`src/rtl/logic_cluster_if.sv`:
```
// rtl/logic_cluster_if.sv - serial configuration port bundle for logic_cluster
interface logic_cluster_if;
  logic prog_en;
  logic prog_in;
  logic prog_out;
  logic prog_done;
  logic prog_err;
  logic cfg_valid;

  modport master (
    output prog_en, prog_in,
    input  prog_out, prog_done, prog_err, cfg_valid
  );

  modport slave (
    input  prog_en, prog_in,
    output prog_out, prog_done, prog_err, cfg_valid
  );
endinterface

```
`src/rtl/logic_cluster.sv`:
```
// rtl/logic_cluster.sv - NUM_LE x (LUT_K-LUT + FF) cluster with serial shadow/active config
// Optional feature macro: CFG_PARITY_EN (trailing even-parity bit on the config stream)
module logic_cluster #(
  parameter int NUM_LE = 4,
  parameter int LUT_K  = 4
) (
  input  logic                    clk,
  input  logic                    rst,
  logic_cluster_if.slave          prog,
  input  logic [NUM_LE*LUT_K-1:0] in,
  output logic [NUM_LE-1:0]       out
);
  localparam int LUT_BITS = 2 ** LUT_K;
  localparam int LE_BITS  = LUT_BITS + 3;
  localparam int CFG_BITS = NUM_LE * LE_BITS;
`ifdef CFG_PARITY_EN
  localparam int SH_BITS  = CFG_BITS + 1;
`else
  localparam int SH_BITS  = CFG_BITS;
`endif
  localparam int CNT_W    = $clog2(SH_BITS + 1);

  localparam logic [1:0] IDLE   = 2'd0;
  localparam logic [1:0] SHIFT  = 2'd1;
  localparam logic [1:0] COMMIT = 2'd2;

  logic [1:0]          state;
  logic [SH_BITS-1:0]  shadow;
  logic [CFG_BITS-1:0] active;
  logic [CNT_W-1:0]    bit_cnt;
  logic                cfg_valid;
  logic                prog_done;
  logic                prog_err;
  logic                cnt_full;
  logic                image_ok;

  assign cnt_full = (bit_cnt == CNT_W'(SH_BITS));
`ifdef CFG_PARITY_EN
  assign image_ok = cnt_full && !(^shadow);
`else
  assign image_ok = cnt_full;
`endif

  assign prog.prog_out  = shadow[SH_BITS-1];
  assign prog.prog_done = prog_done;
  assign prog.prog_err  = prog_err;
  assign prog.cfg_valid = cfg_valid;

  always_ff @(posedge clk) begin
    if (rst) begin
      state     <= IDLE;
      shadow    <= '0;
      active    <= '0;
      bit_cnt   <= '0;
      cfg_valid <= 1'b0;
      prog_done <= 1'b0;
      prog_err  <= 1'b0;
    end else begin
      prog_done <= 1'b0;
      prog_err  <= 1'b0;
      // The chain shifts in every state; only the SHIFT->COMMIT edge skips a bit.
      if (prog.prog_en)
        shadow <= {shadow[SH_BITS-2:0], prog.prog_in};

      case (state)
        IDLE: begin
          if (prog.prog_en) begin
            state   <= SHIFT;
            bit_cnt <= CNT_W'(1);
          end
        end
        SHIFT: begin
          if (!prog.prog_en)
            state <= COMMIT;
          else if (!cnt_full)
            bit_cnt <= bit_cnt + CNT_W'(1);
        end
        COMMIT: begin
          if (image_ok) begin
            active    <= shadow[SH_BITS-1 -: CFG_BITS];
            cfg_valid <= 1'b1;
            prog_done <= 1'b1;
          end else begin
            prog_err  <= 1'b1;
          end
          state   <= prog.prog_en ? SHIFT : IDLE;
          bit_cnt <= prog.prog_en ? CNT_W'(1) : CNT_W'(0);
        end
        default: begin
          state   <= IDLE;
          bit_cnt <= '0;
        end
      endcase
    end
  end

  for (genvar i = 0; i < NUM_LE; i++) begin : g_le
    logic [LE_BITS-1:0]  c;
    logic [LUT_BITS-1:0] tt;
    logic [LUT_K-1:0]    lin;
    logic                lut_out;
    logic                ff_en;
    logic                ff_q;

    assign c  = active[i*LE_BITS +: LE_BITS];
    assign tt = c[LUT_BITS-1:0];

    always_comb begin
      lin = in[i*LUT_K +: LUT_K];
      if (c[LUT_BITS+1])
        lin[0] = ff_q;
    end

    assign lut_out = tt[lin];
    assign ff_en   = c[LUT_BITS] ? in[i*LUT_K + LUT_K - 1] : 1'b1;
    assign out[i]  = c[LUT_BITS+2] ? ff_q : lut_out;

    // Registers run only from a committed image and freeze while the chain is busy.
    always_ff @(posedge clk) begin
      if (rst)
        ff_q <= 1'b0;
      else if (state == IDLE && cfg_valid && ff_en)
        ff_q <= lut_out;
    end
  end
endmodule

```
`src/flat_wrapper.sv`:
```
// flat-port wrapper written by rule: the top's interface ports become plain ports
module logic_cluster_flat 
#(
  parameter int NUM_LE = 4,
  parameter int LUT_K  = 4
)
  (clk, rst, in, out, prog_prog_en, prog_prog_in, prog_prog_out, prog_prog_done, prog_prog_err, prog_cfg_valid);
  logic_cluster_if prog_i ();
  input  logic clk;
  input  logic rst;
  input  logic [NUM_LE*LUT_K-1:0] in;
  output logic [NUM_LE-1:0] out;
  input wire logic [$bits(prog_i.prog_en)-1:0] prog_prog_en;
  input wire logic [$bits(prog_i.prog_in)-1:0] prog_prog_in;
  output wire logic [$bits(prog_i.prog_out)-1:0] prog_prog_out;
  output wire logic [$bits(prog_i.prog_done)-1:0] prog_prog_done;
  output wire logic [$bits(prog_i.prog_err)-1:0] prog_prog_err;
  output wire logic [$bits(prog_i.cfg_valid)-1:0] prog_cfg_valid;
  assign prog_i.prog_en = prog_prog_en;
  assign prog_i.prog_in = prog_prog_in;
  assign prog_prog_out = prog_i.prog_out;
  assign prog_prog_done = prog_i.prog_done;
  assign prog_prog_err = prog_i.prog_err;
  assign prog_cfg_valid = prog_i.cfg_valid;
  logic_cluster #(.NUM_LE(NUM_LE), .LUT_K(LUT_K)) u_core (.clk(clk), .rst(rst), .prog(prog_i), .in(in), .out(out));
endmodule
```
`config.mk`:
```
export PLATFORM = sky130hd
export DESIGN_NAME = logic_cluster_flat
export DESIGN_NICKNAME = d
export VERILOG_FILES = /design/src/rtl/logic_cluster_if.sv /design/src/rtl/logic_cluster.sv /design/src/flat_wrapper.sv
export SDC_FILE = /design/constraint.sdc
export NUM_CORES = 1
export LEC_CHECK = 0
export ABC_AREA = 1
export CAP_MARGIN = 20
export CORE_UTILIZATION = 49
export CTS_BUF_LIST = sky130_fd_sc_hd__clkbuf_4 sky130_fd_sc_hd__clkbuf_8
export DETAILED_ROUTE_END_ITERATION = 7
export PLACE_DENSITY = 0.67
export SYNTH_ARGS = -nofsm -noshare
export SYNTH_HDL_FRONTEND = slang
export SYNTH_SLANG_ARGS = --single-unit
```
`constraint.sdc`:
```
create_clock -name clk -period 3.25 [get_ports clk]
set_input_delay 0.4875 -clock clk [delete_from_list [all_inputs] [get_ports clk]]
set_output_delay 0.4875 -clock clk [all_outputs]
set_load 0.005 [all_outputs]
```
# Word-level counts from Yosys, hierarchy flattened
# Cells that the tools add are included.
[word_totals] register_bits=168 inputBits=20 out_inout_bits=8 word_cells=65
[classes] addsub=1 order_cmp=4 n_eq_ne=7 n_mux=31 n_bitwise=1 n_reduce_logical=10
[ops] operator="$mux W7" n=3
[ops] operator="$pmux W7 S3" n=1
[ops] operator="$lt A4 B5 Y1 const B" n=4
[ops] operator="$mux W1" n=20
[ops] operator="$bmux W1 S4" n=4
[ops] operator="$ne A2 B2 Y1 const B" n=4
[ops] operator="$add A7 B1 Y7 const B" n=1
[ops] operator="$eq A7 B7 Y1 const B" n=1
[ops] operator="$pmux W2 S3" n=1
[ops] operator="$logic_and A1 B1 Y1" n=5
[ops] operator="$mux W2" n=2
[ops] operator="$reduce_and A2 Y1" n=2
[ops] operator="$reduce_and A3 Y1" n=1
[ops] operator="$eq A2 B1 Y1 const B" n=1
[ops] operator="$eq A2 B2 Y1 const B" n=1
[ops] operator="$logic_not A2 Y1" n=1
[ops] operator="$reduce_or A2 Y1" n=1
[ops] operator="$not A1 Y1" n=1

# Logic depth before layout (Yosys ltp)
[depth] ltp_word=4 mapped_depth=14 ltp_nobuf=14

# Worst setup path before layout
# Ideal clock, no wire load.
[synth_timing] kind="input port to output port" start="input port in[0]" end="output port out[0]" t_arrival_ps=1186 required_ps=2762 path_slack_ps=1576 path_stages=9 n_path_buf=0 cell_sequence="nand2_2 nand2_1 nand2_1 nand3_1 nand3_1 nand3_1 nand2_1 nand2_1 nand2_1"
[synth_between] elab_chain_len=4
[synth_rtl] element="start, declared" line="flat_wrapper.sv:11" text="input logic [NUM_LE*LUT_K-1:0] in;"
[synth_rtl] element="$mux W1" line="logic_cluster.sv:110" text="if (c[LUT_BITS+1])"
[synth_rtl] element="$bmux W1 S4" line="logic_cluster.sv:114" text="assign lut_out = tt[lin];"
[synth_rtl] element="$mux W1 (implied by the code)" line="logic_cluster.sv:114"
[synth_rtl] element="$mux W1" line="logic_cluster.sv:116" text="assign out[i] = c[LUT_BITS+2] ? ff_q : lut_out;"
[synth_rtl] element="end, declared" line="flat_wrapper.sv:12" text="output logic [NUM_LE-1:0] out;"
# No other way between the ends. The select of a mux whose other input is x is not followed.

# Worst setup path after layout
[layout_timing] start="input port in[12]" end="output port out[3]"
# Same word-level chain as after synthesis.

==> key figures <==
Status
  – Status: completed

Critical path
  – Critical setup path kind: in2out
  – Bufs and invs on worst path: 2
  – Max incr delay on CP: around 0.5 ns
  – CP endpoint kind: output pin
  – Critical path, cell by cell: clkdlybuf4s50_1, nand2_2, nand2_1, nand2_1, nand3_1, nand3_1, nand3_1, nand2_1, nand2_1, nand2_1, clkdlybuf4s50_1
  – WP data required: 2.76 ns
  – Crit-path max FO: 9
  – Critical Path Source Type: input port
  – Worst R2R Setup Slack: about 1.1 ns
  – Crit-path slowest cell: clkdlybuf4s50_1
  – Crit-path most repeated cell: nand2_1
  – Delay-heaviest family, CP: simple AND/OR/NAND/NOR gates
  – WP data arrival: 2.39 ns

Die
  – Die W: roughly 120 microns
  – Die area: 14100 sq um
  – # rows: 42
  – I/O pins: 28
  – Core area: 13300 sq um
  – Initial Utilization: 50.4%
  – Die height: about 120 microns

Global routing
  – Largest net degree at the start of global routing: 78
  – Initial antenna violation count: 0
  – Total gr overflow: 0
  – Total GRT Usage: 19.7%
  – First-pass GRT wire length: roughly 22000 microns
  – Number of global-route vias before repair: between 5k and 6k

STA
  – Max Freq: 347 MHz
  – Fin Hold WS: 0.455 ns
  – Crit share post-route: 88.6%
  – Unrepaired setup endpoints after global routing: false
  – Final Hold Viols: 0
  – Setup TNS Final: 0 ns
  – Slew Limit Fails: 0
  – Clock skew: 0.00737 ns
  – Slew HR: 55.6%
  – Worst slew pin tran: 0.666 ns
  – # setup viols final: 0
  – Min Clock Period, post-route: 2.88 ns

Routing
  – ANT nets after route: 0
  – Via count: 5514
  – Vias per std cell: 5.19
  – First-pass DRT Iterations: 5
  – Iter 0 DRT Violations: 381
  – Drc violations: 0
  – Final WL: approximately 13000 microns
  – WL/cell: 12.6 microns

Synthesis
  – Sequential-to-total area share from yosys stat: 50.2%
  – Yosys warns: 0
  – Area leader, netlist: dfxtp_1
  – Mapped cell area: about 6700 sq um
  – Count of cell types in the netlist: 29
  – Area share of the largest cell type after synthesis: about half
  – Mean post-synth cell area: 7.78 sq um
  – Flip-flop and latch count after synthesis: 168
  – Syn nets: between 800 and 900
  – Synth Instances: 861
  – Ranking of synthesized cells by area: dfxtp_1, inv_1, nand3_1

Clock tree
  – CTS tree: yes
  – Clock latency on the worst-skew pair: around 0.45 ns
  – Postcts setup bufs: 0
  – Clock transition at path regs: 0.08 ns
  – CTS Buffer Depth: 2
  – CTS sink cnt: 168
  – CTS Buf Count: 17
  – H-tree depth: 4
  – Root Driver: clkbuf_8
  – CTS Hold Bufs: 0
  – Cts repair resizes: 0

Power and ir drop
  – Peak VDD IR: 0.292 mV
  – Internal power consumption: roughly 0.003 W
  – Clock network power share: slightly above 40%
  – Leak pwr: around 2.8 nW
  – Sw Ratio: 21.6%
  – Power density cells: between 500 and 600 nW/um^2
  – Part of the power in registers: 53.4%
  – Net Switching: around 0.00084 W
  – Combinational group share of total power: 5.5%

Placed design
  – Post-DP HPWL: a little under 9000 microns
  – GP Congestion: 0.875
  – IO Port Bufs: 27

Min path
  – Hold Path Class: reg2reg

Layout
  – Most frequent cells in the layout: inv_1, dfxtp_1, nand3_1, a21oi_1, nand2_1
  – Layout cells sized above 1: 6.77%
  – Diode count: 0
  – Commonest non-fill, non-tap cell in the layout: inv_1
  – Area Overhead vs Synth: 11.6%
  – Nets: 895

Job
  – Max Cap Viol: 0
## synthesized netlist by cell type
cell and instances:
inv_1 184, dfxtp_1 168, nand3_1 106, a21oi_1 85, nand2_1 85, o22ai_1 75, o21ai_0 53, clkbuf_1 21
o21ai_1 20, buf_6 11, nor2_1 11, buf_2 10, nand2_2 7, o21a_1 4, o21ai_2 4, ha_1 2
nand2_4 2, nand3b_1 2, a21oi_2 1, clkinv_1 1, clkinv_2 1, inv_2 1, nand4_1 1, nor2_2 1
nor4_1 1, o21bai_1 1, or2_2 1, xnor2_1 1, xor2_1 1
## per-layer routing
layer,vias to the layer above,routed length (microns),GRT usage (%)
li1,2840,-,-
met1,2538,6250,24.4
met2,114,6360,33.3
met3,22,530,4.17
met4,0,228,8.23
met5,-,0,0
## stage by stage
stage | std cells | total power [W] | worst slack [ns] | utilization (%) | area [sq um]
final | 1062 | 0.00387 | 0.370 | 56.2 | 7480
after global routing | 1062 | 0.00400 | 0.226 | 56.2 | 7480
after CTS | 1062 | 0.00390 | 0.352 | 56.2 | 7480
after detailed placement | 1030 | 0.00232 | 0.382 | 52.9 | 7040
after global placement | 1030 | 0.00232 | 0.476 | 52.9 | 7040
after floorplan | 861 | 0.00224 | 1.58 | - | 6700
## registers in the layout, indices dropped and copies added (netlist names)
signal,flops
u_core.active,76
u_core.bit_cnt,7
u_core.g_le.ff_q,4
u_core.prog.cfg_valid,1
u_core.prog.prog_done,1
u_core.prog.prog_err,1
u_core.shadow,76
u_core.state,2
## cell type report
| type | instances | area (sq um) |
|---|---|---|
| flip-flops and latches | 168 | 3360 |
| clock inverters | 7 | 114 |
| clock buffers | 25 | 325 |
| repair buffers | 35 | 368 |
| fillers | 1266 | 5820 |
| inverters | 187 | 703 |
| well taps | 176 | 220 |
| multi-input cells | 464 | 2380 |
## logic make-up (layout without fill, tap and decap cells)
group                    after synthesis  after routing  synth area share (%)
buffers and inverters                229            254                  14.3
adder cells (fa/ha/maj)                2              2                 0.373
XOR/XNOR                               2              2                 0.261
AO/OA/AOI/OAI                        243            243                  20.0
AND/OR/NAND/NOR                      217            217                  14.9
flip-flops                           168            168                  50.2
## worst register-to-register path: cells and delay by family, from the launching register on
family	cells	cell delay, ns
adders and majority gates	1	0.20
DFF	1	0.40
and+or+nand+nor	4	0.68
AOI/OAI and AO/OA	2	0.24
buffers and inverters	3	0.61
## power by group through the flow
stage	Clock [W]	Combinational, W	Sequential [W]
2_1_floorplan	0	0.000134	0.00211
3_3_place_gp	0	0.000206	0.00211
3_5_place_dp	0	0.000210	0.00211
4_1_cts	0.00163	0.000211	0.00206
5_1_grt	0.00170	0.000236	0.00206
6_report	0.00159	0.000212	0.00206
## path summary, 6_finish.rpt
path	start	to	cells after the start
worst max register to register	u_core.bit_cnt[0]$_SDFFE_PP0P_	u_core.active[23]$_SDFFE_PP0P_	10
worst min-delay path	u_core.active[66]$_SDFFE_PP0P_	u_core.active[66]$_SDFFE_PP0P_	2
worst max-delay path	in[12]	out[3]	11
worst min register to register	u_core.active[66]$_SDFFE_PP0P_	u_core.active[66]$_SDFFE_PP0P_	2
No activity file was read; power rests on OpenSTA's default activity.
==> variant 1 (same settings) <==
One comparison of `bit_cnt` changes from == to >=.
--- a/src/rtl/logic_cluster.sv
+++ b/src/rtl/logic_cluster.sv
@@ -34,7 +34,7 @@
   logic                cnt_full;
   logic                image_ok;
 
-  assign cnt_full = (bit_cnt == CNT_W'(SH_BITS));
+  assign cnt_full = (bit_cnt >= CNT_W'(SH_BITS));
 `ifdef CFG_PARITY_EN
   assign image_ok = cnt_full && !(^shadow);
 `else
Formal check against the unedited RTL: same outputs for any inputs over 10 cycles, from zero or initial values and one cycle with rst high; that may be too few to reach the edited logic, so the function may still have changed.
==> variant 1 against the original RTL <==
- worst setup slack got worse by 0.035 ns
- synthesized area is essentially flat
- register-to-register slack better by 0.20 ns
- total power fell by 0.88%
- sequential share of layout area increased by 0.11 points
- sequential cell count unchanged
- wire length shrank 1.2%
- final area fell by 0.23%
- largest cell class unchanged
- largest power group unchanged
==> variant 1: results (changes against the original RTL) <==
result of the run=finished, final reports clean (unchanged); Detailed Routing Iterations Pass 1=5 (unchanged); wire length of the first global-routing pass=22700 um (was 22500 um); Via density=5.19 (about the same); worst r2r path cells=6 (was 10); share of flip-flops with an asynchronous set or reset=0% (unchanged); Filler Cells Inserted=1254 (was 1266); leading cell types by count after synthesis=sky130_fd_sc_hd__inv_1 (180), sky130_fd_sc_hd__dfxtp_1 (168), sky130_fd_sc_hd__nand3_1 (105), sky130_fd_sc_hd__nand2_1 (95) (was sky130_fd_sc_hd__inv_1 (184), sky130_fd_sc_hd__dfxtp_1 (168), sky130_fd_sc_hd__nand3_1 (106), sky130_fd_sc_hd__a21oi_1 (85), sky130_fd_sc_hd__nand2_1 (85)); Static Leakage=0.00278 uW (was 0.00284 uW); total wire length=13200 um (was 13400 um); number of H-tree branching levels=4 (unchanged); Clock Tree Buf Depth=2 (unchanged); share of cells above drive strength 1=7.26% (was 6.77%); Unique masters post-synth=26 (was 29); cell types with the largest area share after synthesis=sky130_fd_sc_hd__dfxtp_1 (50%), sky130_fd_sc_hd__inv_1 (10%), sky130_fd_sc_hd__nand3_1 (7.8%), sky130_fd_sc_hd__o22ai_1 (7.0%), sky130_fd_sc_hd__a21oi_1 (5.6%) (was sky130_fd_sc_hd__dfxtp_1 (50%), sky130_fd_sc_hd__inv_1 (10%), sky130_fd_sc_hd__nand3_1 (7.9%), sky130_fd_sc_hd__o22ai_1 (7.0%), sky130_fd_sc_hd__a21oi_1 (6.3%)); r2r startpoint=u_core.bit_cnt[2] (was u_core.bit_cnt[0]); count of synthesis-stage warnings from yosys=0 (unchanged); remaining antenna violation count=0 (unchanged); worst clock skew=0.00805 ns (was 0.00737 ns); type of the most critical hold path=reg2reg (unchanged); placer congestion estimate=0.892 (was 0.875); number of cells upsized or downsized after cts=0 (unchanged); largest fanout on the critical path=9 (unchanged); sum of net half-perimeters after detailed placement=8840 um (was 8780 um); net total in the final layout=891 (was 895); via count of the first global-routing pass=5153 (was 5028); Tightest Pin Transition=0.572 ns (was 0.666 ns); clock-pin transition on the worst setup and hold timing paths=0.08 ns (about the same); largest net degree at the start of global routing=77 (was 78); launching element of the worst setup path=in[12] (unchanged); synthesized net count=879 (was 883); Initial DRC Count=379 (was 381); Tot GR Track Use=19.6% (was 19.7%); setup repair bufs after CTS=0 (unchanged); Switching Fraction=22.6% (was 21.6%); Inserted Clock Buffers=17 (unchanged); critical hold path startpoint=u_core.active[6] (was u_core.active[66]); master cell of the clock root buffer=sky130_fd_sc_hd__clkbuf_8 (unchanged); register area share after synthesis=50.2% (about the same); largest registers ranked by flip-flop count=u_core.active x76, u_core.shadow x76, u_core.bit_cnt x7 (unchanged); antenna violations before repair=0 (unchanged); post-place instance area=0.00703 mm2 (was 0.00704 mm2); count of input and output buffers=27 (unchanged); WP data arrival=2.43 ns (was 2.39 ns); ANT cells=0 (unchanged); maximum VDD drop=0.244 mV (was 0.292 mV)
==> variant 1: per-stage QoR <==
stage | hold WS (ns) | setup slack [ns] | util, % | std cells | power [uW]
2_1_floorplan | 0.429 | 1.50 | - | 857 | 2240
3_3_place_gp | 0.446 | 0.399 | 52.9 | 1026 | 2310
3_5_place_dp | 0.451 | 0.366 | 52.9 | 1026 | 2320
4_1_cts | 0.462 | 0.347 | 56.1 | 1058 | 3870
5_1_grt | 0.476 | 0.123 | 56.1 | 1058 | 3980
6_report | 0.460 | 0.336 | 56.1 | 1058 | 3830
==> variant 1: path summary, 6_finish.rpt <==
check	slack (ns)	to
worst min-delay path	0.46	u_core.active[6]
worst max register to register	1.26	u_core.active[40]
worst max-delay path	0.34	out[3]
worst min register to register	0.46	u_core.active[6]
==> variant 1: layout make-up <==
type	instances	share of cell area, %
Sequential cell	168	45.1
Multi-Input combinational cell	466	32.3
Inverter	181	9.12
Timing Repair Buffer	35	4.76
Clock buffer	21	3.79
Tap cell	176	2.95
Clock inverter	11	1.95
==> variant 1: cell families after synthesis <==
family / Yosys count / synth area share (%)
buffers and inverters: 223 / 13.9
AOI/OAI and AO/OA: 243 / 20.6
and+or+nand+nor: 219 / 14.7
adders and majority gates: 2 / 0.373
xor gates and xnor gates: 2 / 0.261
DFF: 168 / 50.2
==> variant 1: routing by layer <==
metal / vias to the layer above / wire length (um) / GRT usage [%]
li1: 2842 / - / -
met1: 2543 / 6300 / 24.3
met2: 86 / 6230 / 32.4
met3: 22 / 413 / 4.45
met4: 0 / 267 / 9.02
met5: - / 0 / 0
==> variant 1: power groups by stage <==
| stage | Combinational, uW | Clock, uW | Sequential, uW |
|---|---|---|---|
| finish | 206 | 1560 | 2060 |
| global route | 230 | 1680 | 2060 |
| CTS | 205 | 1600 | 2060 |
| detailed placement | 204 | 0 | 2110 |
| global placement | 199 | 0 | 2110 |
| floorplan | 131 | 0 | 2110 |
==> variant 1: critical path: stages <==
cell	delay, ns
sky130_fd_sc_hd__clkdlybuf4s50_1	0.42
sky130_fd_sc_hd__nand2_1	0.23
sky130_fd_sc_hd__nand2_1	0.23
sky130_fd_sc_hd__nand2_1	0.11
sky130_fd_sc_hd__nand3_1	0.08
sky130_fd_sc_hd__nand3_1	0.11
sky130_fd_sc_hd__nand3_1	0.09
sky130_fd_sc_hd__nand2_1	0.07
sky130_fd_sc_hd__nand2_1	0.04
sky130_fd_sc_hd__nand2_1	0.05
sky130_fd_sc_hd__clkdlybuf4s50_1	0.49
==> variant 2 (same settings) <==
Without the edit above. Add a define of `CFG_PARITY_EN`.
--- a/src/rtl/logic_cluster.sv
+++ b/src/rtl/logic_cluster.sv
@@ -1,5 +1,7 @@
 // rtl/logic_cluster.sv - NUM_LE x (LUT_K-LUT + FF) cluster with serial shadow/active config
 // Optional feature macro: CFG_PARITY_EN (trailing even-parity bit on the config stream)
+`define CFG_PARITY_EN
+
 module logic_cluster #(
   parameter int NUM_LE = 4,
   parameter int LUT_K  = 4
Function: no difference found for any inputs over 10 cycles, from zero or initial values and one cycle with rst high; that may be too few to reach the edited logic, so the function may still have changed.
==> variant 2 against the original RTL <==
- synthesized area up 30%
- sequential cell count grew 1
- count of clock-buffer cells in the layout down 4
- wire length increased by 39%
- critical path depth decreased by 2
- worst setup slack got worse by 0.10 ns
- final area rose by 28%
- total power decreased by 0.38%
- critical endpoint unchanged
- highest routed layer unchanged
==> variant 2: results (changes against the original RTL) <==
share of cells above drive strength 1=8.16% (was 6.77%); Tot GR Track Use=21.8% (was 19.7%); Unique masters post-synth=34 (was 29); clock latency of the later-clocked register in the worst-skew pair=0.46 ns; count of vias placed by the detailed router=7894 (was 5514); placer congestion estimate=0.768 (was 0.875); Static Leakage=0.00434 uW (was 0.00284 uW); FF-to-FF End=u_core.active[7] (was u_core.active[23]); critical hold path startpoint=u_core.bit_cnt[2] (was u_core.active[66]); largest registers ranked by flip-flop count=u_core.shadow x77, u_core.active x76, u_core.bit_cnt x7 (was u_core.active x76, u_core.shadow x76, u_core.bit_cnt x7); result of the run=finished, final reports clean (unchanged); Clock Tree Buf Depth=2 (unchanged); maximum VDD drop=0.257 mV (was 0.292 mV); Tightest Pin Transition=0.845 ns (was 0.666 ns); largest net degree at the start of global routing=79 (was 78); cell types with the largest area share after synthesis=sky130_fd_sc_hd__dfxtp_1 (39%), sky130_fd_sc_hd__nand2_1 (19%), sky130_fd_sc_hd__inv_1 (9.2%), sky130_fd_sc_hd__nand4_1 (5.7%), sky130_fd_sc_hd__o22ai_1 (5.5%) (was sky130_fd_sc_hd__dfxtp_1 (50%), sky130_fd_sc_hd__inv_1 (10%), sky130_fd_sc_hd__nand3_1 (7.9%), sky130_fd_sc_hd__o22ai_1 (7.0%), sky130_fd_sc_hd__a21oi_1 (6.3%)); via count of the first global-routing pass=7295 (was 5028); WP data arrival=2.49 ns (was 2.39 ns); wire length of the first global-routing pass=32400 um (was 22500 um); r2r startpoint=u_core.shadow[40] (was u_core.bit_cnt[0]); Initial DRC Count=411 (was 381); register area share after synthesis=38.8% (was 50.2%); sum of net half-perimeters after detailed placement=12400 um (was 8780 um); type of the most critical hold path=reg2reg (unchanged); number of stages on the worst hold path=2 (unchanged); worst clock skew=0.00948 ns (was 0.00737 ns); Hold Crit Endpoint=u_core.bit_cnt[2] (was u_core.active[66]); Synth Instances=1359 (was 861); Filler Cells Inserted=1727 (was 1266); worst r2r path cells=21 (was 10); ANT cells=0 (unchanged); Placed Instances=1565 (was 1030); leading cell types by count after synthesis=sky130_fd_sc_hd__nand2_1 (443), sky130_fd_sc_hd__inv_1 (213), sky130_fd_sc_hd__dfxtp_1 (169), sky130_fd_sc_hd__nor2_1 (96), sky130_fd_sc_hd__nand4_1 (80) (was sky130_fd_sc_hd__inv_1 (184), sky130_fd_sc_hd__dfxtp_1 (168), sky130_fd_sc_hd__nand3_1 (106), sky130_fd_sc_hd__a21oi_1 (85), sky130_fd_sc_hd__nand2_1 (85)); largest fanout on the critical path=13 (was 9); total wire length=18700 um (was 13400 um); average wire per cell in the routed design=11.7 um (was 12.6 um); setup slack on the worst flop-to-flop path=0.67 ns (was 1.06 ns)
## variant 2: changes by cell type after synthesis, sizes merged, moves of 7 or more
cell    unedited run  this run
a21oi             86        34
buf               21        14
clkbuf            21        49
inv              185       264
nand2             94       444
nand3            106        24
nand4              1        80
nor2              12        96
o211ai             0         8
o21ai             77        43
xnor2              1        24
xor2               1        10
## variant 2: what timing repair did
action | 4_1_cts | 5_1_grt
endpoints found under the setup margin | 1 | 2
gates resized for setup | 1 | 3
buffers inserted | 0 | 0
hold buffers | 0 | 0
hold endpoints to repair | 0 | 0
## variant 2: kinds of logic after synthesis
group	synth area share [%]
AND/OR/NAND/NOR	31.4
flip-flops	38.8
adder cells (fa/ha/maj)	0.287
XOR/XNOR	3.50
buffers and inverters	14.6
AO/OA/AOI/OAI	11.4
## variant 2: power groups by stage
| stage | Combinational, uW | Sequential [uW] | Clock [uW] |
|---|---|---|---|
| finish | 266 | 2080 | 1510 |
| CTS | 265 | 2080 | 1540 |
| detailed placement | 264 | 2130 | 0 |
| floorplan | 169 | 2120 | 0 |
| global placement | 261 | 2130 | 0 |
| global route | 298 | 2080 | 1620 |
## variant 2: worst max-delay path: cells and delay by family (launching register included)
family | cells | cell delay, ns
flip-flops | 1 | 0.31
buffers and inverters | 2 | 0.57
AO/OA/AOI/OAI | 4 | 0.94
AND/OR/NAND/NOR | 3 | 0.23
## variant 2: metal layers
layer	vias to the layer above	part of all wire (%)	global-route usage, %
met5	-	0	0
met4	0	1.8	7.24
met3	27	2.5	3.59
met2	86	47	38.3
met1	3528	49	26.8
li1	4253	-	-
## variant 2: area by class of cell
class,count,share of cell area [%]
sequential,169,35.3
inverter,266,10.4
multi-input combinational,861,42.7
clock inverter,11,1.27
timing repair buffer,44,4.54
clock buffer,21,2.88
tap,225,2.94
## variant 2: per-stage QoR
stage | instance area [um2] | worst slack (ns) | hold WS, ns
2_1_floorplan | 8710 | 1.15 | 0.452
3_3_place_gp | 9170 | 0.0878 | 0.467
3_5_place_dp | 9170 | 0.0375 | 0.470
4_1_cts | 9570 | 0.0324 | 0.484
5_1_grt | 9590 | 0.00995 | 0.519
6_report | 9590 | 0.270 | 0.483
## variant 2: how the worst max path moves through the flow
stage               slack, ns           startpoint     end  cells after the start
floorplan                1.15               in[12]  out[3]                     10
global placement         0.09               in[12]  out[3]                     10
detailed placement       0.04               in[12]  out[3]                     10
CTS                      0.03  u_core.g_le[1].ff_q  out[1]                      9
global route             0.01    u_core.active[17]  out[0]                     10
finish                   0.27  u_core.g_le[3].ff_q  out[3]                      9
